**src/rtl/matrix_scan_ctrl_if.sv**
```systemverilog
// matrix_scan_ctrl_if: host write handshake and frame buffer RAM port
interface matrix_scan_ctrl_if;
    logic       host_wr_req;
    logic [3:0] host_wr_row;
    logic [4:0] host_wr_col;
    logic [1:0] host_wr_data;
    logic       host_wr_ack;
    logic [8:0] fb_addr;
    logic       fb_we;
    logic [1:0] fb_wdata;
    logic [1:0] fb_rdata;

    modport master (
        output host_wr_req, host_wr_row, host_wr_col, host_wr_data, fb_rdata,
        input  host_wr_ack, fb_addr, fb_we, fb_wdata
    );

    modport slave (
        input  host_wr_req, host_wr_row, host_wr_col, host_wr_data, fb_rdata,
        output host_wr_ack, fb_addr, fb_we, fb_wdata
    );
endinterface

```
**src/rtl/matrix_scan_ctrl.sv**
```systemverilog
// matrix_scan_ctrl: LED matrix row/pixel scan scheduler sharing the frame buffer port with a host writer
module matrix_scan_ctrl #(
    parameter int COLS         = 32,
    parameter int ROWS         = 16,
    parameter int PHASE_CYCLES = 16,
    parameter int ROW_HOLD     = 1024
) (
    input  logic              clk,
    input  logic              rst_n,
    input  logic              enable,
    matrix_scan_ctrl_if.slave bus,
    output logic              red,
    output logic              green,
    output logic              step,
    output logic              latch,
    output logic              blank,
    output logic [3:0]        addr,
    output logic              frame_start
);
    localparam int PW = $clog2(2 * PHASE_CYCLES);
    localparam int HW = $clog2(ROW_HOLD + 1);
    localparam logic [PW-1:0] PH_LAST  = PW'(2 * PHASE_CYCLES - 1);
    localparam logic [PW-1:0] LAT_LAST = PW'(PHASE_CYCLES - 1);
    localparam logic [PW-1:0] PH_HIGH  = PW'(PHASE_CYCLES);
    localparam logic [PW-1:0] PH_DATA  = PW'(1);
    localparam logic [HW-1:0] HOLD_LAST = HW'(ROW_HOLD - 1);
    localparam logic [4:0]    COL_LAST = 5'(COLS - 1);
    localparam logic [3:0]    ROW_LAST = 4'(ROWS - 1);

    typedef enum logic [1:0] {IDLE, SHIFT, LATCH, DISPLAY} state_t;

    state_t        state, state_n;
    logic [PW-1:0] ph, ph_n;
    logic [HW-1:0] hold, hold_n;
    logic [3:0]    row, row_n;
    logic [4:0]    col, col_n;
    logic          fetch_n, grant_n;

    // next-state schedule; port owner for the next cycle is decided here
    always_comb begin
        state_n = state;
        ph_n    = ph;
        hold_n  = hold;
        row_n   = row;
        col_n   = col;
        case (state)
            IDLE: if (enable) begin
                state_n = SHIFT;
                ph_n    = '0;
                row_n   = '0;
                col_n   = '0;
            end
            SHIFT: begin
                ph_n = ph == PH_LAST ? '0 : ph + PW'(1);
                if (ph == PH_LAST) begin
                    col_n   = col == COL_LAST ? 5'd0 : col + 5'd1;
                    state_n = col == COL_LAST ? LATCH : SHIFT;
                end
            end
            LATCH: begin
                ph_n = ph + PW'(1);
                if (ph == LAT_LAST) begin
                    state_n = DISPLAY;
                    ph_n    = '0;
                    hold_n  = '0;
                end
            end
            DISPLAY: begin
                hold_n = hold + HW'(1);
                if (hold == HOLD_LAST) begin
                    state_n = enable ? SHIFT : IDLE;
                    row_n   = row == ROW_LAST ? 4'd0 : row + 4'd1;
                    col_n   = '0;
                    ph_n    = '0;
                    hold_n  = '0;
                end
            end
            default: state_n = IDLE;
        endcase
        fetch_n = state_n == SHIFT && ph_n == '0;
        grant_n = bus.host_wr_req && !fetch_n && !bus.host_wr_ack;
    end

    // state and registered outputs, all derived from the next-cycle schedule
    always_ff @(posedge clk or negedge rst_n) begin
        if (!rst_n) begin
            state           <= IDLE;
            ph              <= '0;
            hold            <= '0;
            row             <= '0;
            col             <= '0;
            red             <= 1'b0;
            green           <= 1'b0;
            step            <= 1'b0;
            latch           <= 1'b0;
            blank           <= 1'b1;
            addr            <= '0;
            frame_start     <= 1'b0;
            bus.fb_addr     <= '0;
            bus.fb_we       <= 1'b0;
            bus.fb_wdata    <= '0;
            bus.host_wr_ack <= 1'b0;
        end else begin
            state           <= state_n;
            ph              <= ph_n;
            hold            <= hold_n;
            row             <= row_n;
            col             <= col_n;
            step            <= state_n == SHIFT && ph_n >= PH_HIGH;
            latch           <= state_n == LATCH;
            blank           <= state_n != DISPLAY;
            frame_start     <= fetch_n && row_n == '0 && col_n == '0;
            bus.fb_we       <= grant_n;
            bus.host_wr_ack <= grant_n;
            if (state_n == LATCH && state != LATCH)
                addr <= row_n;
            if (state == SHIFT && ph == PH_DATA)
                {green, red} <= bus.fb_rdata;
            if (fetch_n)
                bus.fb_addr <= {row_n, col_n};
            else if (grant_n) begin
                bus.fb_addr  <= {bus.host_wr_row, bus.host_wr_col};
                bus.fb_wdata <= bus.host_wr_data;
            end
        end
    end
endmodule

```
**src/flat_wrapper.sv**
```systemverilog
// flat-port wrapper written by rule: the top's interface ports become plain ports
module matrix_scan_ctrl_flat 
#(
    parameter int COLS         = 32,
    parameter int ROWS         = 16,
    parameter int PHASE_CYCLES = 16,
    parameter int ROW_HOLD     = 1024
)
  (clk, rst_n, enable, red, green, step, latch, blank, addr, frame_start, bus_host_wr_req, bus_host_wr_row, bus_host_wr_col, bus_host_wr_data, bus_fb_rdata, bus_host_wr_ack, bus_fb_addr, bus_fb_we, bus_fb_wdata);
  matrix_scan_ctrl_if bus_i ();
  input  logic clk;
  input  logic rst_n;
  input  logic enable;
  output logic red;
  output logic green;
  output logic step;
  output logic latch;
  output logic blank;
  output logic [3:0] addr;
  output logic frame_start;
  input wire logic [$bits(bus_i.host_wr_req)-1:0] bus_host_wr_req;
  input wire logic [$bits(bus_i.host_wr_row)-1:0] bus_host_wr_row;
  input wire logic [$bits(bus_i.host_wr_col)-1:0] bus_host_wr_col;
  input wire logic [$bits(bus_i.host_wr_data)-1:0] bus_host_wr_data;
  input wire logic [$bits(bus_i.fb_rdata)-1:0] bus_fb_rdata;
  output wire logic [$bits(bus_i.host_wr_ack)-1:0] bus_host_wr_ack;
  output wire logic [$bits(bus_i.fb_addr)-1:0] bus_fb_addr;
  output wire logic [$bits(bus_i.fb_we)-1:0] bus_fb_we;
  output wire logic [$bits(bus_i.fb_wdata)-1:0] bus_fb_wdata;
  assign bus_i.host_wr_req = bus_host_wr_req;
  assign bus_i.host_wr_row = bus_host_wr_row;
  assign bus_i.host_wr_col = bus_host_wr_col;
  assign bus_i.host_wr_data = bus_host_wr_data;
  assign bus_i.fb_rdata = bus_fb_rdata;
  assign bus_host_wr_ack = bus_i.host_wr_ack;
  assign bus_fb_addr = bus_i.fb_addr;
  assign bus_fb_we = bus_i.fb_we;
  assign bus_fb_wdata = bus_i.fb_wdata;
  matrix_scan_ctrl #(.COLS(COLS), .ROWS(ROWS), .PHASE_CYCLES(PHASE_CYCLES), .ROW_HOLD(ROW_HOLD)) u_core (.clk(clk), .rst_n(rst_n), .enable(enable), .bus(bus_i), .red(red), .green(green), .step(step), .latch(latch), .blank(blank), .addr(addr), .frame_start(frame_start));
endmodule
```
**config.mk**
```make
export PLATFORM = sky130hd
export DESIGN_NAME = matrix_scan_ctrl_flat
export DESIGN_NICKNAME = d
export VERILOG_FILES = /design/src/rtl/matrix_scan_ctrl_if.sv /design/src/rtl/matrix_scan_ctrl.sv /design/src/flat_wrapper.sv
export SDC_FILE = /design/constraint.sdc
export NUM_CORES = 1
export LEC_CHECK = 0
export ABC_AREA = 1
export BUFFER_PORTS_ARGS = -buffer_cell sky130_fd_sc_hd__buf_2
export CAP_MARGIN = 15
export CORE_MARGIN = 5
export CORE_UTILIZATION = 30
export DETAILED_ROUTE_END_ITERATION = 7
export MAX_ROUTING_LAYER = met4
export PLACE_DENSITY = 0.57
export SYNTH_ARGS = -nofsm -noshare
export SYNTH_HDL_FRONTEND = slang
export SYNTH_SLANG_ARGS = --single-unit
```
**constraint.sdc**
```tcl
create_clock -name clk -period 2.6 [get_ports clk]
set_clock_uncertainty 0.15 [all_clocks]
set_input_delay 0 -clock clk [delete_from_list [all_inputs] [get_ports clk]]
set_output_delay 0 -clock clk [all_outputs]
set_load 0.01 [all_outputs]
```
After elaboration in Yosys (flattened, before gate mapping)
Cells that the tools add are included.
{"block": "word_totals", "register_bits": 49, "in_bits": 17, "out_inout_bits": 23}
{"block": "op_classes", "addsub": 4, "order_cmp": 1, "eq_ne": 14, "mux": 26, "bitwise": 1, "n_reduce_logical": 18}
{"op": "two-way mux 5 bit", "n": 8}
{"op": "two-way mux 11 bit", "n": 2}
{"op": "one-hot mux 11 bit (2 select lines)", "n": 1}
{"op": "one-hot mux 5 bit (4 select lines)", "n": 1}
{"op": "two-way mux 9 bit", "n": 2}
{"op": "one-hot mux 5 bit (3 select lines)", "n": 1}
{"op": "two-way mux 4 bit", "n": 3}
{"op": "adder 11 x 1 -> 11 bit (second input constant)", "n": 1}
{"op": "== test 11 x 10 -> 1 bit (second input constant)", "n": 1}
{"op": "adder 5 x 1 -> 5 bit (second input constant)", "n": 2}
{"op": "== test 5 bit (second input constant)", "n": 2}
{"op": "logical NOT 5 bit", "n": 2}
{"op": "two-way mux 2 bit", "n": 5}
{"op": "logical AND 1 bit", "n": 8}
{"op": "one-hot mux 2 bit (4 select lines)", "n": 1}
{"op": "one-hot mux 4 bit (2 select lines)", "n": 1}
{"op": "== test 2 bit (second input constant)", "n": 3}
{"op": "== test 5 x 1 -> 1 bit (second input constant)", "n": 1}
{"op": "== test 5 x 4 -> 1 bit (second input constant)", "n": 1}
{"op": "greater-or-equal comparator 5 bit (second input constant)", "n": 1}
{"op": "adder 4 x 1 -> 4 bit (second input constant)", "n": 1}
{"op": "== test 2 x 1 -> 1 bit (second input constant)", "n": 2}
{"op": "== test 4 bit (second input constant)", "n": 1}
{"op": "logical NOT 4 bit", "n": 1}
{"op": "other kinds (8)", "n": 12}

Longest topological paths before layout
{"block": "logic_depth", "depth_word": 11, "ltp_mapped": 19, "ltp_nobuf": 18}

Worst setup path before layout
Ideal clock, no wire load.
{"block": "synth_path", "path_type": "register -> register", "from": "register u_core.ph[0]", "to": "register u_core.bus.fb_addr[0]", "setup_time_ns": 0.125, "t_arrival_ns": 2.091, "slack_ns": 0.234, "stages_incl_launch_ff": 19, "synth_period_minus_slack_ns": 2.366, "path_cell_list": "dfrtp_1 > ha_1 > nand2_1 > nor2_1 > ha_1 > inv_1 > nand2_1 > nand2_1 > nand2_1 > inv_1 > nor2_1 > nor2_1 > nand2_1 > nand2_1 > nor2_1 > nand3_2 > buf_6 > nand3_1 > nand3_1"}
{"block": "synth_between", "elab_chain_cells": 9, "elab_cells_between_ends": 21, "classes_between": "add/sub (1); eq/ne (3); mux (11); reduce/logical (6)"}
{"element": "from (decl)", "line_no": "matrix_scan_ctrl.sv:33", "rtl": "logic [PW-1:0] ph, ph_n;"}
{"element": "from (signal assigned)", "line_no": "matrix_scan_ctrl.sv:105", "rtl": "ph <= ph_n;"}
{"element": "adder 5 x 1 -> 5 bit, or another cell as far along", "line_no": "matrix_scan_ctrl.sv:54, matrix_scan_ctrl.sv:61"}
{"element": "two-way mux 5 bit, or another cell as far along", "line_no": "matrix_scan_ctrl.sv:62", "rtl": "if (ph == LAT_LAST) begin"}
{"element": "one-hot mux 5 bit (4 select lines) or one-hot mux 2 bit (4 select lines) (tied branches)", "line_no": "matrix_scan_ctrl.sv:46", "rtl": "case (state)"}
{"element": "logical NOT 5 bit or == test 2 x 1 -> 1 bit (tied branches)", "line_no": "matrix_scan_ctrl.sv:80", "rtl": "fetch_n = state_n == SHIFT && ph_n == '0;"}
{"element": "logical AND 1 bit", "line_no": "matrix_scan_ctrl.sv:80"}
{"element": "logical NOT 1 bit", "line_no": "matrix_scan_ctrl.sv:81", "rtl": "grant_n = bus.host_wr_req && !fetch_n && !bus.host_wr_ack;"}
{"element": "logical AND 1 bit (2 in series)", "line_no": "matrix_scan_ctrl.sv:81"}
{"element": "nonzero test 2 bit (no line)"}
{"element": "to (signal assigned)", "line_no": "matrix_scan_ctrl.sv:120", "rtl": "bus.fb_addr <= {row_n, col_n};"}
{"element": "to (signal assigned)", "line_no": "matrix_scan_ctrl.sv:122", "rtl": "bus.fb_addr <= {bus.host_wr_row, bus.host_wr_col};"}
{"element": "to (decl)", "line_no": "matrix_scan_ctrl_if.sv:20", "rtl": "output host_wr_ack, fb_addr, fb_we, fb_wdata"}
Parallel ways exist; a longest one is shown, timed or not.
A chain may end at the register's enable or synchronous reset.

Worst setup path after layout
{"block": "layout_path", "from": "register u_core.ph[1]", "to": "register u_core.bus.fb_addr[7]"}
{"block": "layout_between", "elab_chain_cells": 9, "elab_cells_between_ends": 19, "classes_between": "add/sub (1); eq/ne (3); mux (9); reduce/logical (6)"}
{"element": "adder 5 x 1 -> 5 bit, or another cell as far along", "line_no": "matrix_scan_ctrl.sv:54, matrix_scan_ctrl.sv:61"}
{"element": "two-way mux 5 bit, or another cell as far along", "line_no": "matrix_scan_ctrl.sv:62"}
{"element": "one-hot mux 5 bit (4 select lines) or one-hot mux 2 bit (4 select lines) (tied branches)", "line_no": "matrix_scan_ctrl.sv:46"}
{"element": "logical NOT 5 bit or == test 2 x 1 -> 1 bit (tied branches)", "line_no": "matrix_scan_ctrl.sv:80"}
{"element": "logical AND 1 bit *", "line_no": "matrix_scan_ctrl.sv:80"}
{"element": "logical NOT 1 bit", "line_no": "matrix_scan_ctrl.sv:81"}
{"element": "logical AND 1 bit (2 in series)", "line_no": "matrix_scan_ctrl.sv:81"}
{"element": "nonzero test 2 bit (no line)"}
Every way passes the cells marked *; elsewhere a longest branch is shown, timed or not.

==> out/results.txt <==
status = finished, final reports clean
Row Count = 35
largest net degree at the start of global routing = 26
RSZ-0062 raised after global routing = yes
Crit path max-delay family = simple AND/OR/NAND/NOR gates
Gate Count Post-Synth = 342
syn_nets = 372
first-pass iteration count of the detailed router = 4
Vias/cell = 4.74
TritonCTS clock tree = built
worst hold path startpoint = bus_host_wr_req
CP endpoint kind = register
Clock Tree Buf Depth = 2
Setup Viol. Count Final = 0
Final min period = 2.52 ns
hold crit path type = in2reg
crit start category = register
setup ws final = 0.0773 ns
Starting Density = 30.5%
Mean Syn Cell Area = 8.21 sq um
clk sinks = 49
share of post-route cells with drive strength above 1 = 30.1%
Worst IR Drop VDD = 225 uV
Leakage = 1.95 nW
CP arrival = 2.59 ns
most frequent cells in the layout = nand2_1 (64), dfrtp_1 (48), nand3_1 (43)
Setup WS pre-CTS = 0.0185 ns
overflow left after global routing = 0
clock root cell = clkbuf_8
initial drt markers = 132
mapped cell area = 2810 sq um
Die Area = 11,400 sq um
DP Area = 3210 sq um
YS warnings = 0
Max Slew Vio Count = 0
Hold Vio Cnt, Final = 0
Wirelength per Cell = 13.3 microns
commonest non-fill, non-tap cell in the layout = nand2_1
R2R setup slack = 0.08 ns
worst-path fanout max = 5
#FFs+latches synth = 49
Final Cycle Share = 97.0%
all-layer global routing usage = 13.0%
worst slew pin tran = 0.594 ns
Worst-path clk slew = 0.10 ns
WL final = 7050 microns
core region area = 9200 sq um
RR Startpoint = u_core.ph[1]
initial antenna violation count = 0
DRC violations left = 0
Worst Path Buf+Inv = 3
Distinct cells, synth = 36
Die Y = 107 microns
PwrDens = 430 nW/um^2
num ports = 40
Setup CP Type = reg2reg
CP Cell Sequence = ha_2, nand2_2, nor2_4, ha_4, inv_4, nand2_4, nand2_2, buf_4, nand2_1, nand3_2, nand2_2, nand2_1, nor2_2, nand3_4, clkbuf_16, nand3_2, nand3_2
CTS H-Tree Depth = 2
sequential area share after synthesis = 43.7%
crit-path max cell delay = 0.38 ns
die width = 107 microns
first-pass GRT wire length = 11,600 microns
antenna-violating nets left = 0
clk_lat worst skew = 0.32 ns
Critical Path Slowest Stage Cell = dfrtp_1
WP data required = 2.67 ns
Vias = 2,510
vias in the first global route = 2,449
cts bufs inserted = 5
buffers added on ports = 39
Max-Cap Viols = 0
Area Overhead vs Synth = 32.9%
Final HPWL DP = 5060 microns
Nets = 448
Worst Setup SP = u_core.ph[1]
Placer Congestion = 0.869
max frequency = 0.396 GHz
Finished Cell Area = 3730 sq um
slew margin rel. = 60.4%
n_diodes = 0
[worst min-delay path, stage by stage]
cell and delay (ns):
buf_2 0.09, inv_1 0.04, nor2_1 0.03, buf_4 0.18, nand2_2 0.10, inv_1 0.04
[per-stage QoR]
step | hold WS, ns | cells | util [%] | TNS, ns | power [mW]
after global placement | -0.111 | 500 | 34.9 | 0 | 0.923
after detailed placement | -0.109 | 500 | 34.9 | 0 | 0.925
after floorplan | -0.446 | 342 | - | 0 | 0.861
after CTS | 0.0265 | 522 | 38.0 | 0 | 1.62
final | 0.0271 | 530 | 40.6 | 0 | 1.61
after global routing | 0.0727 | 530 | 40.6 | -1.05 | 1.68
[state kept, by name (all words and copies together) (netlist names)]
name,cells
u_core.blank,1
u_core.col,5
u_core.ph,5
u_core.state,2
u_core.red,1
u_core.green,1
u_core.bus.host_wr_ack,1
u_core.addr,4
u_core.bus.fb_wdata,2
u_core.hold,11
u_core.bus.fb_addr,9
u_core.latch,1
u_core.step,1
u_core.row,4
u_core.frame_start,1
[synthesized netlist by cell type (all sizes together)]
cell	n	area, sq um
nand2	80	352
nand3	62	353
dfrtp	48	1200
inv	44	165
nor2	40	183
ha	13	163
o21ai	11	55.1
a21oi	9	56.3
nor3	7	46.3
xor2	4	35.0
buf	3	30.0
o31ai	3	22.5
a21o	2	15.0
clkinv	2	7.51
mux2	2	22.5
o21bai	2	15.0
o22ai	2	12.5
a22o	1	8.76
clkbuf	1	3.75
dfstp	1	26.3
nand4	1	6.26
nor3b	1	7.51
o21a	1	7.51
or2	1	6.26
xnor2	1	8.76
[kinds of logic after synthesis]
| logic type | count (synthesis) | synth area share [%] |
|---|---|---|
| XOR/XNOR | 5 | 1.56 |
| multiplexers | 2 | 0.802 |
| buffers and inverters | 50 | 7.35 |
| AND/OR/NAND/NOR | 192 | 33.9 |
| flip-flops | 49 | 43.7 |
| AO/OA/AOI/OAI | 31 | 6.86 |
| adder cells (fa/ha/maj) | 13 | 5.79 |
[metal layers]
layer | routed length (microns) | part of all wire, % | GRT usage (%) | up-vias
li1 | - | - | - | 1260
met2 | 3340 | 47 | 20.5 | 51
met5 | 0 | 0 | - | -
met4 | 172 | 2.4 | 5.21 | 0
met1 | 3240 | 46 | 16.5 | 1184
met3 | 294 | 4.2 | 2.65 | 15
[power breakdown]
group          internal, mW  total [mW]  switching (mW)
Combinational        0.0622       0.131          0.0692
Sequential            0.786       0.802          0.0159
Clock                 0.387       0.673           0.285
Total                  1.24        1.61           0.371
[area by class of cell]
cell class	instances	area (sq um)
Fill cell	914	5460
Clock inverter	3	68.8
Sequential cell	49	1230
Tap cell	111	139
Multi-Input combinational cell	243	1510
Inverter	46	175
Timing Repair Buffer	73	541
Clock buffer	5	68.8
[timing repair]
item	in CTS	in global routing
cloned	0	3
gates resized for setup	1	36
hold buffers	14	0
pin swaps	0	17
hold endpoints to repair	37	0
setup buffers	0	5
setup endpoints to repair	8	18
[worst paths after layout]
| path | endpoint | depth (start not counted) |
|---|---|---|
| setup / recovery | u_core.bus.fb_addr[7] | 17 |
| hold / removal | u_core.bus.host_wr_ack | 6 |
| setup reg to reg | u_core.bus.fb_addr[7] | 17 |
| hold reg to reg | u_core.bus.fb_wdata[1] | 2 |
| max in group asynchronous | u_core.addr[2] | 3 |
| min in group asynchronous | u_core.bus.fb_addr[2] | 2 |
(Power assumes the default switching activity.)
